## src/rtl/hangman_draw_if.sv

```systemverilog
// Request/raster bundle between the guess datapath, the draw engine
// and the VGA adapter.
interface hangman_draw_if;
    logic       req_valid;
    logic       req_ready;
    logic [1:0] req_kind;
    logic [2:0] req_index;
    logic [7:0] x;
    logic [6:0] y;
    logic [2:0] colour;
    logic       plot;
    logic       busy;
    logic       done;

    modport master (
        output req_valid, req_kind, req_index,
        input  req_ready, x, y, colour, plot, busy, done
    );

    modport slave (
        input  req_valid, req_kind, req_index,
        output req_ready, x, y, colour, plot, busy, done
    );
endinterface

```

## src/rtl/hangman_draw_engine.sv

```systemverilog
// Turns one letter / hangman-part / clear request into a filled
// rectangle raster, one registered pixel per clock.
module hangman_draw_engine #(
    parameter int X_BASE     = 42,
    parameter int Y_LETTER   = 100,
    parameter int SLOT_PITCH = 5,
    parameter int BOX_W      = 4,
    parameter int BOX_H      = 5,
    parameter int HANG_X     = 20,
    parameter int HANG_Y     = 20
) (
    input logic          clk,
    input logic          resetn,
    hangman_draw_if.slave bus
);
    localparam logic [7:0] XB = 8'(X_BASE);
    localparam logic [7:0] YL = 8'(Y_LETTER);
    localparam logic [7:0] SP = 8'(SLOT_PITCH);
    localparam logic [7:0] BW = 8'(BOX_W);
    localparam logic [7:0] BH = 8'(BOX_H);
    localparam logic [7:0] HX = 8'(HANG_X);
    localparam logic [7:0] HY = 8'(HANG_Y);

    typedef enum logic [1:0] {IDLE, LOAD, DRAW, DONE} state_t;

    state_t     state, state_n;
    logic [1:0] kind_q;
    logic [2:0] idx_q;
    logic [7:0] ox, oy, w, h, col, row;
    logic [7:0] ox_n, oy_n, w_n, h_n, col_n, row_n;
    logic [2:0] pcol, pcol_n;
    logic [7:0] dox, doy, dw, dh;
    logic [2:0] dcol;
    logic       dok;

    // Map the latched request onto a rectangle; dok=0 means nothing to draw
    always_comb begin
        dox  = '0;
        doy  = '0;
        dw   = '0;
        dh   = '0;
        dcol = '0;
        dok  = 1'b0;
        case (kind_q)
            2'b00: begin
                dox  = XB + SP * {5'd0, idx_q};
                doy  = YL;
                dw   = BW;
                dh   = BH;
                dcol = 3'b010;
                dok  = (idx_q >= 3'd1) && (idx_q <= 3'd5);
            end
            2'b01: begin
                dcol = 3'b111;
                dok  = 1'b1;
                case (idx_q)
                    3'd1: {dox, doy, dw, dh} = {HX + 8'd2, HY, 8'd5, 8'd5};
                    3'd2: {dox, doy, dw, dh} = {HX + 8'd4, HY + 8'd5, 8'd1, 8'd10};
                    3'd3: {dox, doy, dw, dh} = {HX, HY + 8'd7, 8'd4, 8'd1};
                    3'd4: {dox, doy, dw, dh} = {HX + 8'd5, HY + 8'd7, 8'd4, 8'd1};
                    3'd5: {dox, doy, dw, dh} = {HX + 8'd2, HY + 8'd15, 8'd2, 8'd6};
                    3'd6: {dox, doy, dw, dh} = {HX + 8'd5, HY + 8'd15, 8'd2, 8'd6};
                    default: dok = 1'b0;
                endcase
            end
            2'b10: begin
                dw  = 8'd160;
                dh  = 8'd120;
                dok = 1'b1;
            end
            default: dok = 1'b0;
        endcase
    end

    // Next state plus next raster position; counters name the pixel on screen
    always_comb begin
        state_n = state;
        ox_n    = ox;
        oy_n    = oy;
        w_n     = w;
        h_n     = h;
        pcol_n  = pcol;
        col_n   = col;
        row_n   = row;
        case (state)
            IDLE: if (bus.req_valid) state_n = LOAD;
            LOAD: begin
                ox_n    = dox;
                oy_n    = doy;
                w_n     = dw;
                h_n     = dh;
                pcol_n  = dcol;
                col_n   = '0;
                row_n   = '0;
                state_n = dok ? DRAW : DONE;
            end
            DRAW: begin
                if (col == w - 8'd1) begin
                    col_n = '0;
                    if (row == h - 8'd1) state_n = DONE;
                    else                 row_n   = row + 8'd1;
                end else begin
                    col_n = col + 8'd1;
                end
            end
            DONE:    state_n = IDLE;
            default: state_n = IDLE;
        endcase
    end

    // State register
    always_ff @(posedge clk) begin
        if (!resetn) state <= IDLE;
        else         state <= state_n;
    end

    // Request latch, geometry/counters and registered raster outputs
    always_ff @(posedge clk) begin
        if (!resetn) begin
            kind_q        <= '0;
            idx_q         <= '0;
            ox            <= '0;
            oy            <= '0;
            w             <= '0;
            h             <= '0;
            pcol          <= '0;
            col           <= '0;
            row           <= '0;
            bus.x         <= '0;
            bus.y         <= '0;
            bus.colour    <= '0;
            bus.plot      <= 1'b0;
            bus.busy      <= 1'b0;
            bus.done      <= 1'b0;
            bus.req_ready <= 1'b1;
        end else begin
            if (state == IDLE && bus.req_valid) begin
                kind_q <= bus.req_kind;
                idx_q  <= bus.req_index;
            end
            ox   <= ox_n;
            oy   <= oy_n;
            w    <= w_n;
            h    <= h_n;
            pcol <= pcol_n;
            col  <= col_n;
            row  <= row_n;
            if (state_n == DRAW) begin
                bus.x      <= ox_n + col_n;
                bus.y      <= 7'(oy_n + row_n);
                bus.colour <= pcol_n;
            end
            bus.plot      <= (state_n == DRAW);
            bus.done      <= (state_n == DONE);
            bus.busy      <= (state_n != IDLE);
            bus.req_ready <= (state_n == IDLE);
        end
    end
endmodule

```

## src/flat_wrapper.sv

```systemverilog
// flat-port wrapper written by rule: the top's interface ports become plain ports
module hangman_draw_engine_flat 
#(
    parameter int X_BASE     = 42,
    parameter int Y_LETTER   = 100,
    parameter int SLOT_PITCH = 5,
    parameter int BOX_W      = 4,
    parameter int BOX_H      = 5,
    parameter int HANG_X     = 20,
    parameter int HANG_Y     = 20
)
  (clk, resetn, bus_req_valid, bus_req_kind, bus_req_index, bus_req_ready, bus_x, bus_y, bus_colour, bus_plot, bus_busy, bus_done);
  hangman_draw_if bus_i ();
  input logic clk;
  input logic resetn;
  input wire logic [$bits(bus_i.req_valid)-1:0] bus_req_valid;
  input wire logic [$bits(bus_i.req_kind)-1:0] bus_req_kind;
  input wire logic [$bits(bus_i.req_index)-1:0] bus_req_index;
  output wire logic [$bits(bus_i.req_ready)-1:0] bus_req_ready;
  output wire logic [$bits(bus_i.x)-1:0] bus_x;
  output wire logic [$bits(bus_i.y)-1:0] bus_y;
  output wire logic [$bits(bus_i.colour)-1:0] bus_colour;
  output wire logic [$bits(bus_i.plot)-1:0] bus_plot;
  output wire logic [$bits(bus_i.busy)-1:0] bus_busy;
  output wire logic [$bits(bus_i.done)-1:0] bus_done;
  assign bus_i.req_valid = bus_req_valid;
  assign bus_i.req_kind = bus_req_kind;
  assign bus_i.req_index = bus_req_index;
  assign bus_req_ready = bus_i.req_ready;
  assign bus_x = bus_i.x;
  assign bus_y = bus_i.y;
  assign bus_colour = bus_i.colour;
  assign bus_plot = bus_i.plot;
  assign bus_busy = bus_i.busy;
  assign bus_done = bus_i.done;
  hangman_draw_engine #(.X_BASE(X_BASE), .Y_LETTER(Y_LETTER), .SLOT_PITCH(SLOT_PITCH), .BOX_W(BOX_W), .BOX_H(BOX_H), .HANG_X(HANG_X), .HANG_Y(HANG_Y)) u_core (.clk(clk), .resetn(resetn), .bus(bus_i));
endmodule
```

## config.mk

```make
export PLATFORM = sky130hd
export DESIGN_NAME = hangman_draw_engine_flat
export DESIGN_NICKNAME = d
export VERILOG_FILES = /design/src/rtl/hangman_draw_if.sv /design/src/rtl/hangman_draw_engine.sv /design/src/flat_wrapper.sv
export SDC_FILE = /design/constraint.sdc
export NUM_CORES = 1
export LEC_CHECK = 0
export ABC_AREA = 1
export BUFFER_PORTS_ARGS = -buffer_cell sky130_fd_sc_hd__buf_2
export CELL_PAD_IN_SITES_DETAIL_PLACEMENT = 0
export CELL_PAD_IN_SITES_GLOBAL_PLACEMENT = 1
export CORE_MARGIN = 2
export CORE_UTILIZATION = 44
export CTS_CLUSTER_DIAMETER = 100
export CTS_CLUSTER_SIZE = 40
export DETAILED_ROUTE_END_ITERATION = 6
export PLACE_DENSITY = 0.9
export SYNTH_ARGS = -nofsm -noshare
export SYNTH_HDL_FRONTEND = slang
export SYNTH_SLANG_ARGS = --single-unit
export TNS_END_PERCENT = 10
```

## constraint.sdc

```tcl
create_clock -name clk -period 5 [get_ports clk]
set_input_delay 0.25 -clock clk [delete_from_list [all_inputs] [get_ports clk]]
set_output_delay 0.25 -clock clk [all_outputs]
set_load 0.02 [all_outputs]
```

==> results.yml <==
outcome:
  run_status: "finished clean"
floorplan:
  fp.dieW_um: 100
  fp-row-count: 35
  die_h_um: 100
  initial_core_util_pct: 44.6
  pin_count: 30
  dieArea_um2: 10000
  core_um2: 9110
yosys:
  synth_edf_count: 0
  ys.flop_type: "dfxtp_1"
  ys_async_sr_fraction_pct: 0
  netlist_area_um2: 4060
  synth_nets: 620
  yosys_warnings: 0
  syn_inst: 578
  synth-seq-cells: 70
  yosysSeqAreaShare_pct: 34.5
  yosysUniqueCellTypes: 36
  avgSynthCellArea_um2: 7.03
timing:
  finalCritPeriodShare_pct: 77.2
  max_freq_mhz: 259
  slew_headroom_pct: 52.3
  setup_viol: 0
  tightest_slew_ns: 0.707
  tns_ns: 0
  drv_slew: 0
  finClkSkew_ns: 0.0110
  finalHoldViolCount: 0
  rsz0062_at_grt: "no"
  hold-worst-slack_ns: 0.130
  fin_crit_ns: 3.86
pwr:
  p_leak_nw: 2.19
  powerDensity_nw_per_um2: 547
  swShare_pct: 44.9
  switchingPower_mw: 1.11
  p_seq_share_pct: 31.8
  max-vdd-ir-drop_uv: 443
  combPwrFrac_pct: 46.3
  p_int_mw: 1.36
  pwr-share-clk_pct: 21.9
global_route:
  grt_pass1_vias: 3491
  grt-ovfl-total: 0
  grt_max_degree: 33
  antenna_found_initial: 0
  grt_pass1_wl_um: 17000
  grt_usage_pct: 21.5
placement:
  placed_cell_area_um2: 4270
  hpwl_um: 7520
  routabilityCongestion: 0.869
  dpl.cell_count: 704
  port_buffers: 29
drt:
  drc: 0
  totalWireLength_um: 9910
  wl_per_cell_um: 13.8
  drtPass1Iterations: 6
  num_vias: 3718
  drtAntennaViolNets: 0
  drt_iter0_drc: 249
  viasPerCell: 5.16
critical_path:
  arrival_ns: 4.11
  crit_fanout: 12
  critical_path_cell_count: 15
  reg2reg_from: "u_core.state[0]"
  critPathBufInv: 3
  crit_type: "flip-flop to flip-flop"
  slowest_stage: "ha_1"
  cp-end-kind: "flip-flop"
  timing.rr.end: "u_core.bus.x[6]"
  crit_required_ns: 5.24
  slowest_delay_ns: 0.53
  cp-start-kind: "flip-flop"
  critPathTopFamily: "adder cells"
  crit_chain: "inv_1 > ha_1 > inv_1 > nor2_1 > nor2_1 > inv_1 > nor3_1 > ha_1 > fa_1 > a31oi_1 > nor2_1 > o21ai_0 > nand2_1 > xnor2_1 > a21oi_1"
  worstSetupStartpoint: "u_core.state[0]"
  ff2ff_setup_slack_ns: 1.14
  reg2reg_depth: 15
min_path:
  whs_endpoint: "u_core.kind_q[1]"
  whs_path_depth: 3
  hp-class: "primary input to flip-flop"
  min_from: "bus_req_kind[1]"
clock_tree:
  cts_made_buffers: 9
  clockRootBuffer: "clkbuf_8"
  cts_tree: "yes"
  clockBufferDepth: 2
  insertion_delay_ns: 0.37
  postCtsResizedCells: 0
  clk_pin_slew_ns: 0.08
  hold_buffers: 0
  post_cts.repair.setup_buffers: 0
  htree_num_levels: 3
  cts_sinks: 70
cells_and_area:
  multi_input_area_um2: 2290
  final_cell_mix: "nand2_1, inv_1, dfxtp_1"
  seq_area_um2: 1400
  syn_to_final_growth_pct: 10.9
  nets: 646
  final_area_um2: 4500
  n_fill_cell: 908
  mostFrequentLayoutCell: "nand2_1"
  n_antenna_cell: 0
  fin_cells: 720
  drive_above_1_share_pct: 10.7
job:
  cap_viol_max_count: 0
[tightest hold or removal path, delay by kind of cell]
kind / cells / cell delay (ns)
compound gates: 1 / 0.07
buf+inv: 1 / 0.07
simple gates: 1 / 0.07
[cell type report]
class	count	area share, %
Inverter	77	6.47
Clock inverter	7	2.33
Sequential cell	70	31.1
Tap cell	111	3.08
Multi-Input combinational cell	416	50.8
Clock buffer	9	2.75
Timing Repair Buffer	30	3.39
[metrics by stage]
stage                     setup WS (ns)  power (mW)  util, %
after global routing              0.766        2.67     49.4
after detailed placement           1.23        1.93     46.9
after CTS                          1.20        2.48     49.4
final                              1.14        2.46     49.4
after floorplan                    1.57        1.66        -
after global placement             1.25        1.92     46.9
[per-layer routing]
layer  track usage, %  vias up  part of all wire, %
met5                0        -                    0
met2             35.0       97                   46
met4             7.06        0                  2.0
met1             28.9     1672                   48
li1                 -     1934                    -
met3             3.90       15                  4.2
[synthesized netlist by cell type (2+ instances only)]
| cell | count | area share [%] |
|---|---|---|
| a21oi_1 | 44 | 5.4 |
| a22oi_1 | 2 | 0.37 |
| a31oi_1 | 6 | 0.92 |
| and2_1 | 3 | 0.46 |
| buf_2 | 2 | 0.25 |
| buf_6 | 2 | 0.55 |
| clkbuf_1 | 9 | 0.83 |
| dfxtp_1 | 70 | 35 |
| fa_1 | 4 | 2.0 |
| ha_1 | 30 | 9.2 |
| inv_1 | 73 | 6.7 |
| inv_2 | 3 | 0.28 |
| nand2_1 | 124 | 11 |
| nand2_2 | 4 | 0.62 |
| nand3_1 | 24 | 3.0 |
| nand3_2 | 3 | 0.74 |
| nand4_1 | 8 | 1.2 |
| nor2_1 | 69 | 6.4 |
| nor2_2 | 5 | 0.77 |
| nor3_1 | 14 | 1.7 |
| nor4_1 | 5 | 0.77 |
| o211ai_1 | 4 | 0.74 |
| o21ai_0 | 25 | 3.1 |
| o21ai_1 | 14 | 1.7 |
| or2_2 | 2 | 0.31 |
| xnor2_1 | 7 | 1.5 |
| xor2_1 | 13 | 2.8 |
[power groups by stage]
stage / combinational [mW] / clock [mW] / sequential, mW
2_1_floorplan: 0.789 / 0 / 0.872
3_3_place_gp: 1.13 / 0 / 0.790
3_5_place_dp: 1.14 / 0 / 0.794
4_1_cts: 1.15 / 0.546 / 0.783
5_1_grt: 1.29 / 0.576 / 0.802
6_report: 1.14 / 0.540 / 0.782
[cell families (layout without fill, tap and decap cells)]
logic type / count (synthesis) / after routing / share of synthesized area (%)
DFF: 70 / 70 / 34.5
and+or+nand+nor: 263 / 263 / 27.9
buffers and inverters: 92 / 123 / 9.12
AOI/OAI and AO/OA: 99 / 99 / 13.0
xor gates and xnor gates: 20 / 20 / 4.31
adders and majority gates: 34 / 34 / 11.2
[how the worst max path moves through the flow]
| stage | endpoint | slack, ns |
|---|---|---|
| final | u_core.bus.x[6] | 1.14 |
| after global routing | u_core.bus.x[6] | 0.77 |
| after CTS | u_core.bus.x[6] | 1.20 |
| after detailed placement | u_core.bus.x[6] | 1.23 |
| after global placement | u_core.bus.x[6] | 1.25 |
| after floorplan | u_core.bus.x[6] | 1.57 |
[sequential cells by signal, indices dropped and copies added (netlist names)]
register	cells
u_core.row	8
u_core.bus.y	7
u_core.pcol	3
u_core.w	2
u_core.col	8
u_core.bus.x	8
u_core.kind_q	2
u_core.bus.colour	3
u_core.bus.busy	1
u_core.h	5
u_core.bus.req_ready	1
u_core.ox	8
u_core.bus.plot	1
u_core.oy	7
u_core.bus.done	1
u_core.state	2
u_core.idx_q	3
Note: power is estimated with default switching activity, not from simulation.
